`config.mk`:
```
export PLATFORM = sky130hd
export DESIGN_NAME = capping_station_ctrl
export DESIGN_NICKNAME = d
export VERILOG_FILES = /design/src/rtl/capping_station_ctrl.sv
export SDC_FILE = /design/constraint.sdc
export NUM_CORES = 1
export LEC_CHECK = 0
export CELL_PAD_IN_SITES_DETAIL_PLACEMENT = 0
export CELL_PAD_IN_SITES_GLOBAL_PLACEMENT = 2
export CORE_UTILIZATION = 38
export CTS_CLUSTER_DIAMETER = 150
export DETAILED_ROUTE_END_ITERATION = 10
export DONT_BUFFER_PORTS = 1
export HOLD_SLACK_MARGIN = 0.05
export PLACE_DENSITY = 0.86
export SETUP_SLACK_MARGIN = 0.02
export SLEW_MARGIN = 20
export SYNTH_ARGS = -nofsm -noshare
export SYNTH_HDL_FRONTEND = slang
export SYNTH_SLANG_ARGS = --single-unit
```
`constraint.sdc`:
```
create_clock -name CLKplaca -period 2.86 [get_ports CLKplaca]
set_input_delay 0.143 -clock CLKplaca [delete_from_list [all_inputs] [get_ports CLKplaca]]
set_output_delay 0.143 -clock CLKplaca [all_outputs]
set_load 0.05 [all_outputs]
```
`src/rtl/capping_station_ctrl.sv`:
```
// Capping-station sequencer. Runs the conveyor, stops each bottle under the
// capper, pulses the cap command toward the cork counter, and raises the
// alarm lamp when the dispenser is empty or a bottle fails to clear.
//
//   state    | code | meaning
//   IDLE     | 0    | conveyor stopped, waiting for run enable
//   ADVANCE  | 1    | conveyor running, waiting for a bottle edge
//   CHECK    | 2    | bottle in position, one-cycle cork availability test
//   CAP      | 3    | cap command held for CAP_CYCLES cycles
//   RELEASE  | 4    | conveyor running, waiting for the capped bottle to leave
//   NO_CORK  | 5    | bottle waiting for corks, alarm on
//   JAM      | 6    | bottle failed to leave, alarm on, reset required
module capping_station_ctrl #(
  parameter int CAP_CYCLES  = 8,
  parameter int POS_TIMEOUT = 32,
  parameter int CNT_W       = 8
) (
  input  logic             CLKplaca,
  input  logic             reset,
  input  logic             habilita,
  input  logic             sensor_garrafa,
  input  logic             tem_rolha,
  output logic             motor,
  output logic             tampar,
  output logic             alarme,
  output logic [CNT_W-1:0] garrafas_tampadas,
  output logic [2:0]       estado
);

  localparam int CAP_W = $clog2(CAP_CYCLES + 1);
  localparam int TMO_W = $clog2(POS_TIMEOUT + 1);

  localparam logic [CAP_W-1:0] CAP_LAST  = CAP_W'(CAP_CYCLES - 1);
  localparam logic [TMO_W-1:0] TMO_LIMIT = TMO_W'(POS_TIMEOUT);
  localparam logic [CNT_W-1:0] CNT_MAX   = '1;

  localparam logic [2:0] S_IDLE    = 3'd0;
  localparam logic [2:0] S_ADVANCE = 3'd1;
  localparam logic [2:0] S_CHECK   = 3'd2;
  localparam logic [2:0] S_CAP     = 3'd3;
  localparam logic [2:0] S_RELEASE = 3'd4;
  localparam logic [2:0] S_NO_CORK = 3'd5;
  localparam logic [2:0] S_JAM     = 3'd6;

  logic             s1_q, s2_q;
  logic             sens_rise, sens_high;
  logic [2:0]       state_q, state_d;
  logic [CAP_W-1:0] cap_q, cap_d;
  logic [TMO_W-1:0] tmo_q, tmo_d;
  logic [TMO_W-1:0] tmo_inc;
  logic [CNT_W-1:0] cnt_q, cnt_d;

  // Two-flop synchroniser for the asynchronous bottle sensor.
  always_ff @(posedge CLKplaca) begin
    if (!reset) begin
      s1_q <= 1'b0;
      s2_q <= 1'b0;
    end else begin
      s1_q <= sensor_garrafa;
      s2_q <= s1_q;
    end
  end

  assign sens_rise = s1_q & ~s2_q;
  assign sens_high = s1_q;
  assign tmo_inc   = tmo_q + TMO_W'(1);

  // Next-state, pulse timer, position timeout and capped-bottle count.
  always_comb begin
    state_d = state_q;
    cap_d   = cap_q;
    tmo_d   = tmo_q;
    cnt_d   = cnt_q;
    case (state_q)
      S_IDLE: begin
        if (habilita) state_d = S_ADVANCE;
      end
      S_ADVANCE: begin
        // A bottle edge wins over a run-enable drop so an arriving bottle is never skipped.
        if (sens_rise)      state_d = S_CHECK;
        else if (!habilita) state_d = S_IDLE;
      end
      S_CHECK: begin
        if (tem_rolha) begin
          state_d = S_CAP;
          cap_d   = '0;
        end else begin
          state_d = S_NO_CORK;
        end
      end
      S_CAP: begin
        // Capping is atomic: enable and cork level are not looked at here.
        if (cap_q == CAP_LAST) begin
          state_d = S_RELEASE;
          tmo_d   = '0;
          if (cnt_q != CNT_MAX) cnt_d = cnt_q + CNT_W'(1);
        end else begin
          cap_d = cap_q + CAP_W'(1);
        end
      end
      S_RELEASE: begin
        if (!sens_high) begin
          state_d = habilita ? S_ADVANCE : S_IDLE;
          tmo_d   = '0;
        end else if (tmo_inc == TMO_LIMIT) begin
          state_d = S_JAM;
          tmo_d   = tmo_inc;
        end else begin
          tmo_d = tmo_inc;
        end
      end
      S_NO_CORK: begin
        // Bottle is still under the capper, so enable is ignored until corks return.
        if (tem_rolha) begin
          state_d = S_CAP;
          cap_d   = '0;
        end
      end
      S_JAM: begin
        state_d = S_JAM;
      end
      default: begin
        state_d = S_IDLE;
      end
    endcase
  end

  // State and counter registers.
  always_ff @(posedge CLKplaca) begin
    if (!reset) begin
      state_q <= S_IDLE;
      cap_q   <= '0;
      tmo_q   <= '0;
      cnt_q   <= '0;
    end else begin
      state_q <= state_d;
      cap_q   <= cap_d;
      tmo_q   <= tmo_d;
      cnt_q   <= cnt_d;
    end
  end

  // Moore outputs decoded from the state register only.
  always_comb begin
    motor  = 1'b0;
    tampar = 1'b0;
    alarme = 1'b0;
    case (state_q)
      S_ADVANCE: motor  = 1'b1;
      S_RELEASE: motor  = 1'b1;
      S_CAP:     tampar = 1'b1;
      S_NO_CORK: alarme = 1'b1;
      S_JAM:     alarme = 1'b1;
      default: begin
        motor  = 1'b0;
        tampar = 1'b0;
        alarme = 1'b0;
      end
    endcase
  end

  assign garrafas_tampadas = cnt_q;
  assign estado            = state_q;

endmodule

```
==> results_dict.tcl <==
set metrics [dict create \
    synth.distinct_cells 39 \
    slew_violations 0 \
    yosys-top-cells-count "nor2_1, dfxtp_1, nand2_1" \
    top_layer "met4" \
    ys.flop_type "dfxtp_1" \
    fin_nets 167 \
    syn_inst 152 \
    synth_top_area_share_pct 37.40 \
    cts_sinks 23 \
    ant_nets 0 \
    antennaDiodeCount 0 \
    design.core.area_um2 3053 \
    synth-adder-area-share_pct 3.049 \
    grt_pass1_wl_mm 4.215 \
    initial_utilization_pct 40.33 \
    synth_top_area_cell "dfxtp_1" \
    synth.top_cells.by_area "dfxtp_1, nor2_1, xnor2_1" \
    cts.repair.resized 0 \
    die_y_um 58.92 \
    gr-usage-all-layers_pct 16.03 \
    portBuffers 0 \
    path_clk_slew_ns 0.13 \
    synthXorXnorAreaFrac_pct 8.537 \
    cpLargestDelayFamily "flip-flops" \
    synthMuxAreaShare_pct 1.626 \
    holdCritStartpoint "tem_rolha" \
    fin_util_pct 44.02 \
    synth_warnings 0 \
    fin_skew_ns 0.006880 \
    dr_wl_met2_mm 1.114 \
    firstDrtPassIters 4 \
    cp.required_ns 3.13 \
    path_depth 6 \
    rows 20 \
    synthArstFlopShare_pct 0 \
    timing_worst_setup_path_type "reg -> reg" \
    die_w_um 58.92 \
    setup_viol 0 \
    synth_area_per_cell_um2 8.100 \
    fin_cells 202 \
    post-cts-setup-buffer-count 0 \
    grt_max_degree 16 \
    period_share_pct 70.89 \
    cts_made_buffers 3 \
    cts_buffer_depth 2 \
    finalHoldViolCount 0 \
    drive_gt1_share_pct 8.228 \
    die-area_um2 3472 \
    fin_area_um2 1344 \
    synth_fp_nets 160 \
    antenna_found_initial 0 \
    ir_drop_mv 0.1972 \
    syn_area_um2 1231 \
    synthToLayoutAreaGrowth_pct 9.146 \
    holdBufCountCts 2 \
    dp_hpwl_mm 1.701 \
    cp_max_fo 7 \
    powerDensity_nw_per_um2 413.9 \
    vias_per_cell 5.109 \
    status "complete, no violations" \
    slowest_delay_ns 0.53 \
    wl_mm 2.427 \
    synth.most_common_cell "nor2_1" \
    r2r_start "garrafas_tampadas[0]" \
    end_kind "flip-flop" \
    leakage_nw 0.5302 \
    vias 1032 \
    yosys.area_share.simple_pct 28.86 \
    clock_latency_ns 0.32 \
    dp.cells 196 \
    critPathArrivalTime_ns 2.29 \
    grt_pass1_vias 1011 \
    met3_length_um 80 \
    crit_chain "ha_1 -> and3_1 -> a211oi_2 -> nand4_1 -> xor2_1 -> nor2_1" \
    placed_cell_area_um2 1296 \
    synth_compound_area_share_pct 16.77 \
    fin_crit_ns 2.027 \
    r2r-end "garrafas_tampadas[4]" \
    synth_edf_count 0 \
    max_freq_mhz 493.2 \
    min_path_type "in -> reg" \
    finalWeightedCongestion 0.7203 \
    tns_ns 0 \
    wl_met1_mm 1.193 \
    htreeDepth 1 \
    rr_worst_depth 6 \
    yosysSeqAreaShare_pct 37.40 \
    grt_setup_unrepaired "false" \
    critical_path_buf_inv_count 0 \
    r2r_setup_slack_ns 0.83 \
    drc_errors 0 \
    critPathLaunchType "flip-flop" \
    cts-root-buf "clkbuf_4" \
    synth_top_family_by_area "simple AND/OR/NAND/NOR gates" \
    grt.overflow.total 0 \
    crit_end "garrafas_tampadas[4]" \
    dr.first_iter.drc_count 31 \
    ys_ff_latch 23 \
    maxCapViolations 0 \
    num_io_pins 19 \
    worstMarginPinSlew_ns 0.6527 \
    maxSlewHeadroom_pct 56.43 \
    cts_tree "yes" \
    wl_per_cell_um 12.01 \
    crit_slowest_cell "dfxtp_1" \
    crit_path_start "garrafas_tampadas[0]" \
]
==> cell usage in the layout (no fill, tap or decap), types with 2 or more instances in the layout <==
cell           count
ha_1               3
nand3_1            6
nor2_1            25
buf_4              5
nand4_1            4
dfxtp_1           23
xor2_1             4
o21ai_0            8
and2_1             4
clkbuf_4           3
or3_1              2
nand2_1           14
and3_1             3
a31oi_1            3
o21ai_1            2
xnor2_1            8
nor3b_1            2
dlygate4sd3_1      2
inv_1              5
mux2i_1            2
a21oi_1           11
==> where the power goes <==
group          switching (mW)  internal [mW]  leakage, nW
registers              0.0114          0.325        0.186
clock network           0.102         0.0524       0.0177
logic                  0.0420         0.0238        0.327
==> cell families (layout without fill, tap and decap cells) <==
family	after synthesis	in the layout
and+or+nand+nor	69	69
AOI/OAI and AO/OA	33	33
DFF	23	23
xor gates and xnor gates	12	12
buffers and inverters	10	16
adders and majority gates	3	3
muxes	2	2
==> routing by layer <==
metal / GRT usage (%) / vias to the layer above
met5: 0 / -
met4: 7.143 / 0
met3: 3.077 / 5
met2: 27.44 / 18
met1: 19.40 / 466
li1: - / 543
==> state kept, by name, summed over array words and instances (netlist names) <==
signal and count:
garrafas_tampadas 8, tmo_q 6, cap_q 4, estado 3
s1_q 1, s2_q 1
==> worst min path at each step <==
stage          depth (start not counted)  slack (ns)         to
4_1_cts                                4        0.12  estado[2]
2_1_floorplan                          1        0.26       s1_q
5_1_grt                                4        0.15  estado[2]
6_report                               4        0.12  estado[2]
3_5_place_dp                           1        0.27       s1_q
3_3_place_gp                           1        0.27       s1_q
==> worst register-to-register path, cell delays in order, from the launching register on <==
cell and delay (ns):
dfxtp_1 0.53, ha_1 0.39, and3_1 0.22, a211oi_2 0.40
nand4_1 0.16, xor2_1 0.18, nor2_1 0.10
==> stage by stage <==
step | setup slack, ns | power (mW) | hold slack [ns]
global route | 0.6564 | 0.5884 | 0.1457
CTS | 0.8235 | 0.5657 | 0.1153
detailed placement | 0.8456 | 0.4064 | 0.2700
finish | 0.8326 | 0.5562 | 0.1229
global placement | 0.8738 | 0.4063 | 0.2678
floorplan | 0.8611 | 0.3927 | 0.2647
==> cell type report <==
type	instances	area [um2]
Inverter	5	18.77
Clock buffer	3	22.52
Multi-Input combinational cell	119	724.4
Clock inverter	1	5.005
Timing Repair Buffer	7	57.56
Tap cell	44	55.05
Fill cell	341	1709
Sequential cell	23	460.4
No activity file was read; power rests on OpenSTA's default activity.
